File: src/rtl/life_pkg.sv
// Shared types and default widths for the Game of Life control path.
package life_pkg;

  localparam int SPEED_W_DEF = 4;
  localparam int GEN_W_DEF   = 16;

  typedef enum logic [1:0] {
    S_PAUSE,
    S_RUN_WAIT,
    S_ISSUE,
    S_WAIT
  } state_t;

  typedef enum logic {
    CMD_STEP,
    CMD_SEED
  } cmd_t;

endpackage

File: src/rtl/life_frame_divider.sv
// Detects the start of vertical blanking and divides frames by 2^speed,
// producing a registered one-cycle tick and a matching step_due flag.
module life_frame_divider
  import life_pkg::*;
#(
  parameter int SPEED_W = SPEED_W_DEF
) (
  input  logic               clk_40mhz,
  input  logic               reset,
  input  logic               vblank,
  input  logic [SPEED_W-1:0] speed,
  input  logic               running,
  output logic               tick,
  output logic               step_due
);

  // Wide enough to hold 2^speed - 1 for the largest speed value.
  localparam int CNT_W = 1 << SPEED_W;

  logic             vblank_q;
  logic             rise;
  logic [CNT_W-1:0] frame_cnt;
  logic [CNT_W-1:0] limit;

  assign rise  = vblank & ~vblank_q;
  assign limit = (CNT_W'(1) << speed) - CNT_W'(1);

  always_ff @(posedge clk_40mhz or negedge reset) begin
    if (!reset) begin
      vblank_q  <= 1'b0;
      tick      <= 1'b0;
      step_due  <= 1'b0;
      frame_cnt <= '0;
    end else begin
      vblank_q <= vblank;
      tick     <= rise;
      step_due <= 1'b0;
      if (!running) begin
        frame_cnt <= '0;
      end else if (rise) begin
        if (frame_cnt >= limit) begin
          frame_cnt <= '0;
          step_due  <= 1'b1;
        end else begin
          frame_cnt <= frame_cnt + CNT_W'(1);
        end
      end
    end
  end

endmodule

File: src/rtl/life_step_scheduler.sv
// Issues step/seed commands to the life engine, one per frame at most,
// aligned to vblank so the visible grid never changes mid-frame.
module life_step_scheduler
  import life_pkg::*;
#(
  parameter int SPEED_W      = SPEED_W_DEF,
  parameter int GEN_W        = GEN_W_DEF,
  parameter int DONE_TIMEOUT = 1024
) (
  input  logic               clk_40mhz,
  input  logic               reset,
  input  logic               run_toggle,
  input  logic               step_req,
  input  logic               seed_req,
  input  logic               vblank,
  input  logic [SPEED_W-1:0] speed,
  input  logic               engine_done,
  output logic               step_pulse,
  output logic               seed_pulse,
  output logic               running,
  output logic               busy,
  output logic [GEN_W-1:0]   gen_count,
  output logic               timeout_err
);

  localparam int TMO_W = $clog2(DONE_TIMEOUT + 1);

  state_t            state, state_nxt;
  cmd_t              cmd_q, cmd_nxt;
  state_t            idle_state;
  logic              tick, step_due;
  logic              seed_pend, step_pend;
  logic [TMO_W-1:0]  tmo_cnt;
  logic              done_ok, timed_out, consume;

  life_frame_divider #(.SPEED_W(SPEED_W)) u_divider (
    .clk_40mhz (clk_40mhz),
    .reset     (reset),
    .vblank    (vblank),
    .speed     (speed),
    .running   (running),
    .tick      (tick),
    .step_due  (step_due)
  );

  assign idle_state = running ? S_RUN_WAIT : S_PAUSE;
  assign done_ok    = (state == S_WAIT) && engine_done;
  assign timed_out  = (state == S_WAIT) && !engine_done &&
                      (tmo_cnt == TMO_W'(DONE_TIMEOUT - 1));
  assign consume    = done_ok || timed_out;

  always_ff @(posedge clk_40mhz or negedge reset) begin
    if (!reset) begin
      state <= S_PAUSE;
      cmd_q <= CMD_STEP;
    end else begin
      state <= state_nxt;
      cmd_q <= cmd_nxt;
    end
  end

  // Seed always wins; otherwise RUN uses the divider, PAUSE uses the pending step.
  always_comb begin
    state_nxt = state;
    cmd_nxt   = cmd_q;
    case (state)
      S_PAUSE, S_RUN_WAIT: begin
        state_nxt = idle_state;
        if (tick) begin
          if (seed_pend) begin
            state_nxt = S_ISSUE;
            cmd_nxt   = CMD_SEED;
          end else if (running ? step_due : step_pend) begin
            state_nxt = S_ISSUE;
            cmd_nxt   = CMD_STEP;
          end
        end
      end
      S_ISSUE: state_nxt = S_WAIT;
      S_WAIT:  if (consume) state_nxt = idle_state;
      default: state_nxt = S_PAUSE;
    endcase
  end

  always_comb begin
    step_pulse = 1'b0;
    seed_pulse = 1'b0;
    busy       = 1'b0;
    if (state == S_ISSUE) begin
      step_pulse = (cmd_q == CMD_STEP);
      seed_pulse = (cmd_q == CMD_SEED);
    end
    if (state == S_ISSUE || state == S_WAIT) busy = 1'b1;
  end

  // A new request in the same cycle as completion must not be lost, so set beats clear.
  always_ff @(posedge clk_40mhz or negedge reset) begin
    if (!reset) begin
      running     <= 1'b0;
      seed_pend   <= 1'b0;
      step_pend   <= 1'b0;
      tmo_cnt     <= '0;
      gen_count   <= '0;
      timeout_err <= 1'b0;
    end else begin
      running <= running ^ run_toggle;
      tmo_cnt <= (state == S_WAIT) ? tmo_cnt + TMO_W'(1) : '0;

      if (seed_req)
        seed_pend <= 1'b1;
      else if (consume && cmd_q == CMD_SEED)
        seed_pend <= 1'b0;

      if (step_req && !running)
        step_pend <= 1'b1;
      else if (consume && cmd_q == CMD_STEP)
        step_pend <= 1'b0;

      if (done_ok)
        gen_count <= (cmd_q == CMD_SEED) ? '0 : gen_count + GEN_W'(1);

      if (timed_out)
        timeout_err <= 1'b1;
    end
  end

endmodule
File: config.mk
export PLATFORM = sky130hd
export DESIGN_NAME = life_step_scheduler
export DESIGN_NICKNAME = d
export VERILOG_FILES = /design/src/rtl/life_pkg.sv /design/src/rtl/life_frame_divider.sv /design/src/rtl/life_step_scheduler.sv
export SDC_FILE = /design/constraint.sdc
export NUM_CORES = 1
export LEC_CHECK = 0
export CORE_MARGIN = 4
export CORE_UTILIZATION = 59
export CTS_BUF_LIST = sky130_fd_sc_hd__clkbuf_4
export CTS_CLUSTER_DIAMETER = 200
export DETAILED_ROUTE_END_ITERATION = 10
export PLACE_DENSITY = 0.89
export SLEW_MARGIN = 20
export SYNTH_ARGS = -nofsm -noshare
export SYNTH_HDL_FRONTEND = slang
export SYNTH_SLANG_ARGS = --single-unit
File: constraint.sdc
create_clock -name clk_40mhz -period 2.5 [get_ports clk_40mhz]
set_input_delay 0.5 -clock clk_40mhz [delete_from_list [all_inputs] [get_ports clk_40mhz]]
set_output_delay 0.5 -clock clk_40mhz [all_outputs]
set_load 0.05 [all_outputs]
* Yosys cells after proc, flatten, opt, wreduce, memory -nomap -nowiden *
Cells that the tools add are included.

word-level totals
  bits of input ports = 11
  output and inout port bits = 21
  bits in registers = 53

operators by class
  shifts and indexed selects = 1
  add/sub/neg operators = 4
  bitwise operators = 4
  magnitude comparators = 1
  equality and inequality tests = 6
  mux-type cells = 24
  reduce and logical (&&, ||, !) cells = 16

operator list
  cell                   number
  $mux 16                4
  $add 16x1->16 const B  2
  $ge 16x16->1           1
  $shl 1x4->16 const A   1
  $sub 16x2->16 const B  1
  $mux 1                 14
  $add 11x1->11 const B  1
  $eq 11x10->1 const B   1
  $mux 11                1
  $mux 2                 4
  $logic_and 1x1->1      6
  $pmux 2 s3             1
  $reduce_bool 2->1      3
  $eq 2x2->1 const B     2
  $reduce_and 3->1       1
  $eq 2x1->1 const B     1
  $logic_not 1->1        2
  $logic_not 2->1        1
  $logic_or 1x1->1       2
  $ne 2x1->1 const B     1
  $ne 2x2->1 const B     1
  $not 1->1              2
  $reduce_or 2->1        1
  $and 1x1->1            1
  $xor 1x1->1            1

* Depth between registers and ports, before layout *
Gate-level depths: netlist (run 1).

  depth in word-level cells = 7
  gate-level depth with buffers = 15
  gate-level depth less buffers = 12

* Modules after synthesis *
From an unflattened synthesis (run 1), not the netlist that was laid out.

second synthesis, totals
  cell total of the unflattened synthesis = 348
  area total of the unflattened synthesis = 3194.3 sq um

by module, submodules not included
  module               cells each  area an instance (sq um)  instances
  life_step_scheduler  172         1662.8                    1
  life_frame_divider   176         1531.5                    1

* Worst setup path after synthesis (run 1) *
No wires, ideal clock.

  path type = input to register
  start point = input port speed[2]
  end point = register u_divider.frame_cnt[12]
  required time = 2.369 ns
  library setup time = 0.131 ns
  stages on the path = 15
  setup slack = -0.803 ns
  data arrival time = 3.172 ns
  cells stage by stage = nor3_1 -> nand2b_1 -> ha_1 -> clkbuf_1 -> nor4b_1 -> a21oi_1 -> o22a_1 -> ha_1 -> nand2_1 -> nor3_1 -> or4b_1 -> buf_2 -> buf_6 -> nand4_1 -> o211ai_1

between the ends
  word-level cells in the longest chain between the ends = 6

RTL lines
  what                    RTL line                   RTL
  start: declaration      life_step_scheduler.sv:16  input logic [SPEED_W-1:0] speed,
  $shl 1x4->16            life_frame_divider.sv:26   assign limit = (CNT_W'(1) << speed) - CNT_W'(1);
  $sub 16x2->16           life_frame_divider.sv:26
  $ge 16x16->1            life_frame_divider.sv:41   if (frame_cnt >= limit) begin
  $mux 16                 life_frame_divider.sv:41
  $mux 16                 life_frame_divider.sv:40   end else if (rise) begin
  $mux 16                 life_frame_divider.sv:38   if (!running) begin
  end signal: assignment  life_frame_divider.sv:45   frame_cnt <= frame_cnt + CNT_W'(1);
  end: declaration        life_frame_divider.sv:22   logic [CNT_W-1:0] frame_cnt;

No other way between the ends. The select of a mux whose other input is x is not followed.
A chain may end at the register's enable or synchronous reset.

* Worst setup path in the final report (run 1) *
  start point = input port speed[2]
  end point = register u_divider.frame_cnt[11]

Same word-level chain as after synthesis.

==> impl_results.md, run 1 <==
* Max_cap viols at 0
* Sequential share of the synthesized area at 40.6%
* Vias at 3122
* Starting density of the core at 62.4%
* Worst Hold Class: in -> async
* Final Wtd Congestion at 0.876
* Final TNS setup at -7.69 ns
* Cells after Synth at 370
* Hpwl dp at 5160 µm
* PwrDens at 595 nW/µm²
* Total length of routed wires at 8610 µm
* Flops & latches, synth at 53
* Setup crit end kind: flop
* Critical path fanouts, max at 7
* Clock buffer depth at 2
* IO Pins at 32
* Post-DRT Antenna Nets at 0
* Num CTS Buffers at 5
* Worst Reg-to-Reg Cells at 7
* First-pass GRT wire length at 13800 µm
* Peak supply drop at 0.360 mV
* Skew-Pair Late Insertion Delay at 0.39 ns
* Setup violations, final at 17
* Fraction of registers with async set/reset at 100%
* Largest net degree at the start of global routing at 54
* RSZ-0062 raised after global routing: true
* Pre-antenna DRT Iters at 5
* Area delta synth->final at 24.6%
* Post-synthesis cell area at 3270 µm²
* Synth cell types at 51
* Syn avg cell area at 8.84 µm²
* Synth warnings at 0
* Worst EP arrival at 3.29 ns
* Total overflow reported by the global router at 0
* CP Class: in -> reg
* Via/cell ratio at 6.41
* Final setup margin at -0.518 ns
* Core Footprint at 5240 µm²
* Fill cells at 304
* Main flop type after synthesis: dfrtp_1
* Tot GR Track Use at 26.4%
* H-tree depth at 2
* Max-slew violation count at 0
* WP data required at 2.77 ns
* Remaining routing DRC violations at 0
* CTS sink count at 53
* Max transition margin at 33.5%
* EDFF count, synth at 0
* Std-Cell Rows at 26
* CP Launch Type: primary input
* Clock root buffer master: clkbuf_4
* Initial antenna violation count at 0
* Die width at 82.4 µm
* DIE HEIGHT at 82.4 µm
* Final hold violations at 0
* Ant. Diodes at 0
* Syn nets at 401
* Area of the multi-input gates at 1900 µm²
* Worst Tran Pin Value at 0.994 ns
* Failing checks: setup timing
* Register area at 1330 µm²
* Port Buf Inserts at 31
* Iter 0 DRT Violations at 364
* CTS tree: built
* Final hold slack at 0.215 ns
* Status: finished, violations left
* Final period util at 121%
* Min Tclk post-route at 3.02 ns
* Layout Utilization at 77.8%
* FMAX at 331 MHz
* WL/cell at 17.7 µm
* Worst-path clk slew at 0.16 ns
* Nets at 447
* Layout cells sized above 1 at 14.9%
* Die area at 6800 µm²
* Post-Route Skew at 0.0118 ns
* Number of global-route vias before repair at 2939
* Static leakage at 1.79 nW
## critical path, stage by stage
cell      delay, ns
buf_8          0.10
nor3_4         0.26
nand2_2        0.11
ha_4           0.19
buf_6          0.12
xor2_1         0.13
nor2_1         0.08
a21oi_1        0.05
ha_1           0.28
nand4_1        0.19
nor3_2         0.27
or4b_4         0.58
buf_12         0.18
nand3_4        0.10
o211ai_1       0.13
## what timing repair did
| action | 4_1_cts | 5_1_grt |
|---|---|---|
| pin swaps | 20 | 14 |
| hold buffers | 0 | 0 |
| endpoints found under the setup margin | 17 | 19 |
| cloned | 2 | 1 |
| setup buffers | 3 | 4 |
| resized for setup | 26 | 13 |
## layer usage
| metal | global-route usage [%] | wire length, µm | vias up |
|---|---|---|---|
| li1 | - | - | 1439 |
| met4 | 9.30 | 341 | 0 |
| met1 | 33.4 | 3400 | 1481 |
| met5 | 0 | 0 | - |
| met3 | 4.66 | 555 | 52 |
| met2 | 45.1 | 4310 | 150 |
## cell usage in the layout, fill, tap and decap left out, types with 3 or more instances in the layout
master	n
and2_1	3
buf_2	3
buf_6	4
a21o_1	3
dfrtp_1	53
buf_4	17
o21ai_0	16
a21oi_1	14
nand3_1	17
o31ai_1	3
nand4_1	23
nor2_1	36
ha_1	19
and3_1	6
buf_12	4
clkdlybuf4s50_1	24
or3_1	8
xnor2_1	8
clkbuf_4	5
o21a_1	3
nor2b_1	3
o211ai_1	6
nor3_1	9
inv_1	12
nand4b_1	7
xor2_1	11
nand2_1	45
## logic make-up (layout without fill, tap and decap cells)
| logic type | Yosys count | after routing | synth area share, % |
|---|---|---|---|
| simple gates | 184 | 184 | 29.8 |
| buf+inv | 31 | 78 | 4.29 |
| xor+xnor | 19 | 19 | 5.09 |
| other cells | 1 | 1 | 0.115 |
| fa+ha+maj | 20 | 20 | 7.65 |
| flops | 53 | 53 | 40.6 |
| mux | 2 | 2 | 0.689 |
| compound gates | 60 | 60 | 11.8 |
## stage by stage
step                      std cells  power (mW)  worst slack (ns)  instance area [µm²]
after floorplan                 370        1.55            -0.558                 3320
after detailed placement        469        1.81             -1.16                 3750
after CTS                       482        2.40            -0.370                 3970
after global routing            487        2.56            -0.622                 4080
final                           487        2.42            -0.518                 4080
after global placement          469        1.78             -1.05                 3750
## state kept, by name (all words and copies together) (netlist names), 2 cells and up
register,cells
gen_count,16
u_divider.frame_cnt,16
state,2
tmo_cnt,11
## area by class of cell
type | instances | area share (%)
repair buffers | 58 | 15.0
clock buffers | 5 | 0.921
inverters | 12 | 1.11
flip-flops and latches | 53 | 32.5
clock inverters | 3 | 1.60
multi-input cells | 286 | 46.6
well taps | 70 | 2.15
## worst paths after layout
path / to / slack [ns] / from
worst max-delay path: u_divider.frame_cnt[11]$_DFFE_PN0P_ / -0.52 / speed[2]
worst min-delay path: gen_count[1]$_DFFE_PN0P_ / 0.21 / reset
worst max register to register: u_divider.frame_cnt[11]$_DFFE_PN0P_ / 0.07 / u_divider.frame_cnt[15]$_DFFE_PN0P_
worst min register to register: u_divider.tick$_DFF_PN0_ / 0.48 / u_divider.vblank_q$_DFF_PN0_
max in group asynchronous: seed_pend$_DFFE_PN0P_ / 1.85 / reset
min in group clk_40mhz: u_divider.tick$_DFF_PN0_ / 0.48 / u_divider.vblank_q$_DFF_PN0_
## power by group
group          internal, mW  switching, mW
combinational         0.262          0.475
sequential            0.949          0.141
clock                 0.310          0.286
total                  1.52          0.902
## Yosys cell counts, drive strengths merged, types with 3 or more instances
master / count / area share, %
nor4: 4 / 1.1
nor2b: 3 / 0.57
buf: 9 / 1.8
nor2: 36 / 4.1
o21a: 3 / 0.69
dfrtp: 53 / 41
nand2: 47 / 5.4
xnor2: 8 / 2.1
nand4: 24 / 4.8
a21oi: 14 / 2.1
xor2: 11 / 2.9
clkbuf: 10 / 1.1
nand4b: 7 / 1.9
or3: 8 / 1.5
o21ai: 18 / 2.8
a21o: 3 / 0.69
ha: 20 / 7.7
and2: 3 / 0.57
o211ai: 6 / 1.4
inv: 12 / 1.4
nand3: 19 / 3.2
nor3: 13 / 2.1
and3: 6 / 1.1
o31ai: 3 / 0.69
nor4b: 3 / 0.80
No activity file was read; power rests on OpenSTA's default activity.
==> run 2, diff against run 1 <==
- PLACE_DENSITY: 0.89 -> 0.9
- SLEW_MARGIN: 20 -> default
- clock period: 2.5 -> 3.2 ns (I/O delays scaled with it)
==> run 2 against run 1 <==
  * The run now ends clean
  * Worst setup slack gained 0.61 ns
  * Worst hold slack worse by 0.032 ns
  * Non-clock buffer count decreased by 4
  * Sequential power decreased by 22%
  * Largest cell class unchanged
  * Largest power group unchanged
==> impl_results.md, run 2 (synthesis results as in run 1) <==
* IO Pins at 32
* Fill cells at 354
* Clock root buffer master: clkbuf_4
* Remaining routing DRC violations at 0
* Worst EP arrival at 3.35 ns
* Total overflow reported by the global router at 0
* Via/cell ratio at 6.11
* Nets at 443
* Worst Hold Class: in -> async
* Area of the multi-input gates at 1890 µm²
* Port Buf Inserts at 31
* Die width at 82.4 µm
* H-tree depth at 2
* Peak supply drop at 0.352 mV
* Final TNS setup at 0 ns
* Hpwl dp at 5350 µm
* Layout cells sized above 1 at 13.3%
* CP Buf/Inv Count at 2
* Initial antenna violation count at 0
* Final hold slack at 0.183 ns
* Biggest regs: gen_count: 16 flops, u_divider.frame_cnt: 16 flops, tmo_cnt: 11 flops
* Status: finished, final reports clean
* Layout Utilization at 75.6%
* Static leakage at 1.71 nW
* Tot GR Track Use at 23.8%
* CP Class: in -> reg
* Worst-path cell chain: clkbuf_2 > nor3_4 > nand2_2 > ha_4 > nor4b_4 > a21oi_2 > o22a_1 > ha_1 > nand2_1 > nor3_2 > or4b_4 > clkbuf_16 > nand4b_1 > a31oi_1
* Critical Path Slowest Stage Cell: or4b_4
* Setup violations, final at 0
* Non-Filler Instances at 483
* Max transition margin at 39.7%
* Num CTS Buffers at 5
* CP peak stage delay at 0.55 ns
* Commonest non-fill, non-tap cell in the layout: dfrtp_1
* Die area at 6800 µm²
* Std-Cell Rows at 26
* Final hold violations at 0
* Starting density of the core at 62.4%
* Post-DRT Antenna Nets at 0
* Register area at 1330 µm²
* Min Tclk post-route at 3.11 ns
* WL/cell at 15.7 µm
* Vias at 2951
* WP data required at 3.45 ns
* Largest delay share family, worst path: simple AND/OR/NAND/NOR gates
* Clock buffer depth at 2
* Most frequent cells in the layout: dfrtp_1 (53), nand2_1 (46), nor2_1 (36), clkdlybuf4s50_1 (26), nand4_1 (23)
* DIE HEIGHT at 82.4 µm
* Area delta synth->final at 21.2%
* Final Wtd Congestion at 0.858
* Final period util at 97.1%
* Worst Tran Pin Value at 0.901 ns
* Largest net degree at the start of global routing at 35
* CTS tree: built
* CTS sink count at 53
* Setup crit end kind: flop
* Ant. Diodes at 0
* FMAX at 322 MHz
* Iter 0 DRT Violations at 180
* Pre-antenna DRT Iters at 5
* Placed Cells at 471
* Number of global-route vias before repair at 2812
* Max-slew violation count at 0
* CP Launch Type: primary input
* Core Footprint at 5240 µm²
* Post-Route Skew at 0.0125 ns
* Critical path fanouts, max at 6
* First-pass GRT wire length at 12600 µm
* Max_cap viols at 0
* Cts hold-fix bufs at 0
* Total length of routed wires at 7590 µm
* Worst-path clk slew at 0.15 ns
* PwrDens at 449 nW/µm²
* Skew-Pair Late Insertion Delay at 0.37 ns
[run 2: what timing repair did]
| action | CTS | global route |
|---|---|---|
| gates resized for setup | 7 | 14 |
| pin swaps | 1 | 8 |
| endpoints found under the setup margin | 17 | 16 |
| cloned | 0 | 2 |
| endpoints found under the hold margin | 0 | 0 |
| setup buffers | 1 | 1 |
[run 2: path summary, 6_finish.rpt]
check,start,to,slack [ns],cells past startpoint
min,reset,gen_count[4]$_DFFE_PN0P_,0.18,1
min reg2reg,u_divider.vblank_q$_DFF_PN0_,u_divider.tick$_DFF_PN0_,0.45,1
max in group asynchronous,reset,u_divider.frame_cnt[2]$_DFFE_PN0P_,2.23,2
min in group clk_40mhz,u_divider.vblank_q$_DFF_PN0_,u_divider.tick$_DFF_PN0_,0.45,1
max reg2reg,u_divider.frame_cnt[15]$_DFFE_PN0P_,u_divider.frame_cnt[2]$_DFFE_PN0P_,0.91,7
max,speed[3],u_divider.frame_cnt[2]$_DFFE_PN0P_,0.09,14
[run 2: area by class of cell]
| cell class | count | area share [%] |
|---|---|---|
| tap | 70 | 2.21 |
| multi-input combinational | 286 | 47.6 |
| clock buffer | 5 | 0.948 |
| clock inverter | 3 | 1.04 |
| timing repair buffer | 54 | 13.6 |
| inverter | 12 | 1.14 |
| sequential | 53 | 33.5 |
[run 2: metal layers]
metal	share of wire, %	GRT usage (%)	vias to the layer above
li1	-	-	1419
met1	43	30.7	1423
met2	51	40.9	96
met3	4.6	3.80	13
met4	1.3	7.64	0
met5	0	0	-
[run 2: worst reg2reg max path, cell delays in order, from the launching register on]
cell and delay (ns):
dfrtp_1 0.47, ha_1 0.36, nand4_1 0.16, nor3_2 0.25, or4b_4 0.55, clkbuf_16 0.19, nand4b_1 0.09, a31oi_1 0.10
[run 2: report_power, final]
group          switching, mW  internal (mW)  total, mW
combinational          0.354          0.202      0.556
sequential             0.110          0.741      0.851
clock                  0.207          0.162      0.370
[run 2: stage by stage]
stage	total power [mW]	cell area, µm²	setup WS [ns]
2_1_floorplan	1.21	3320	0.00158
3_3_place_gp	1.39	3770	-0.494
3_5_place_dp	1.41	3770	-0.598
4_1_cts	1.77	3870	0.0289
5_1_grt	1.88	3960	-0.00829
6_report	1.78	3960	0.0923
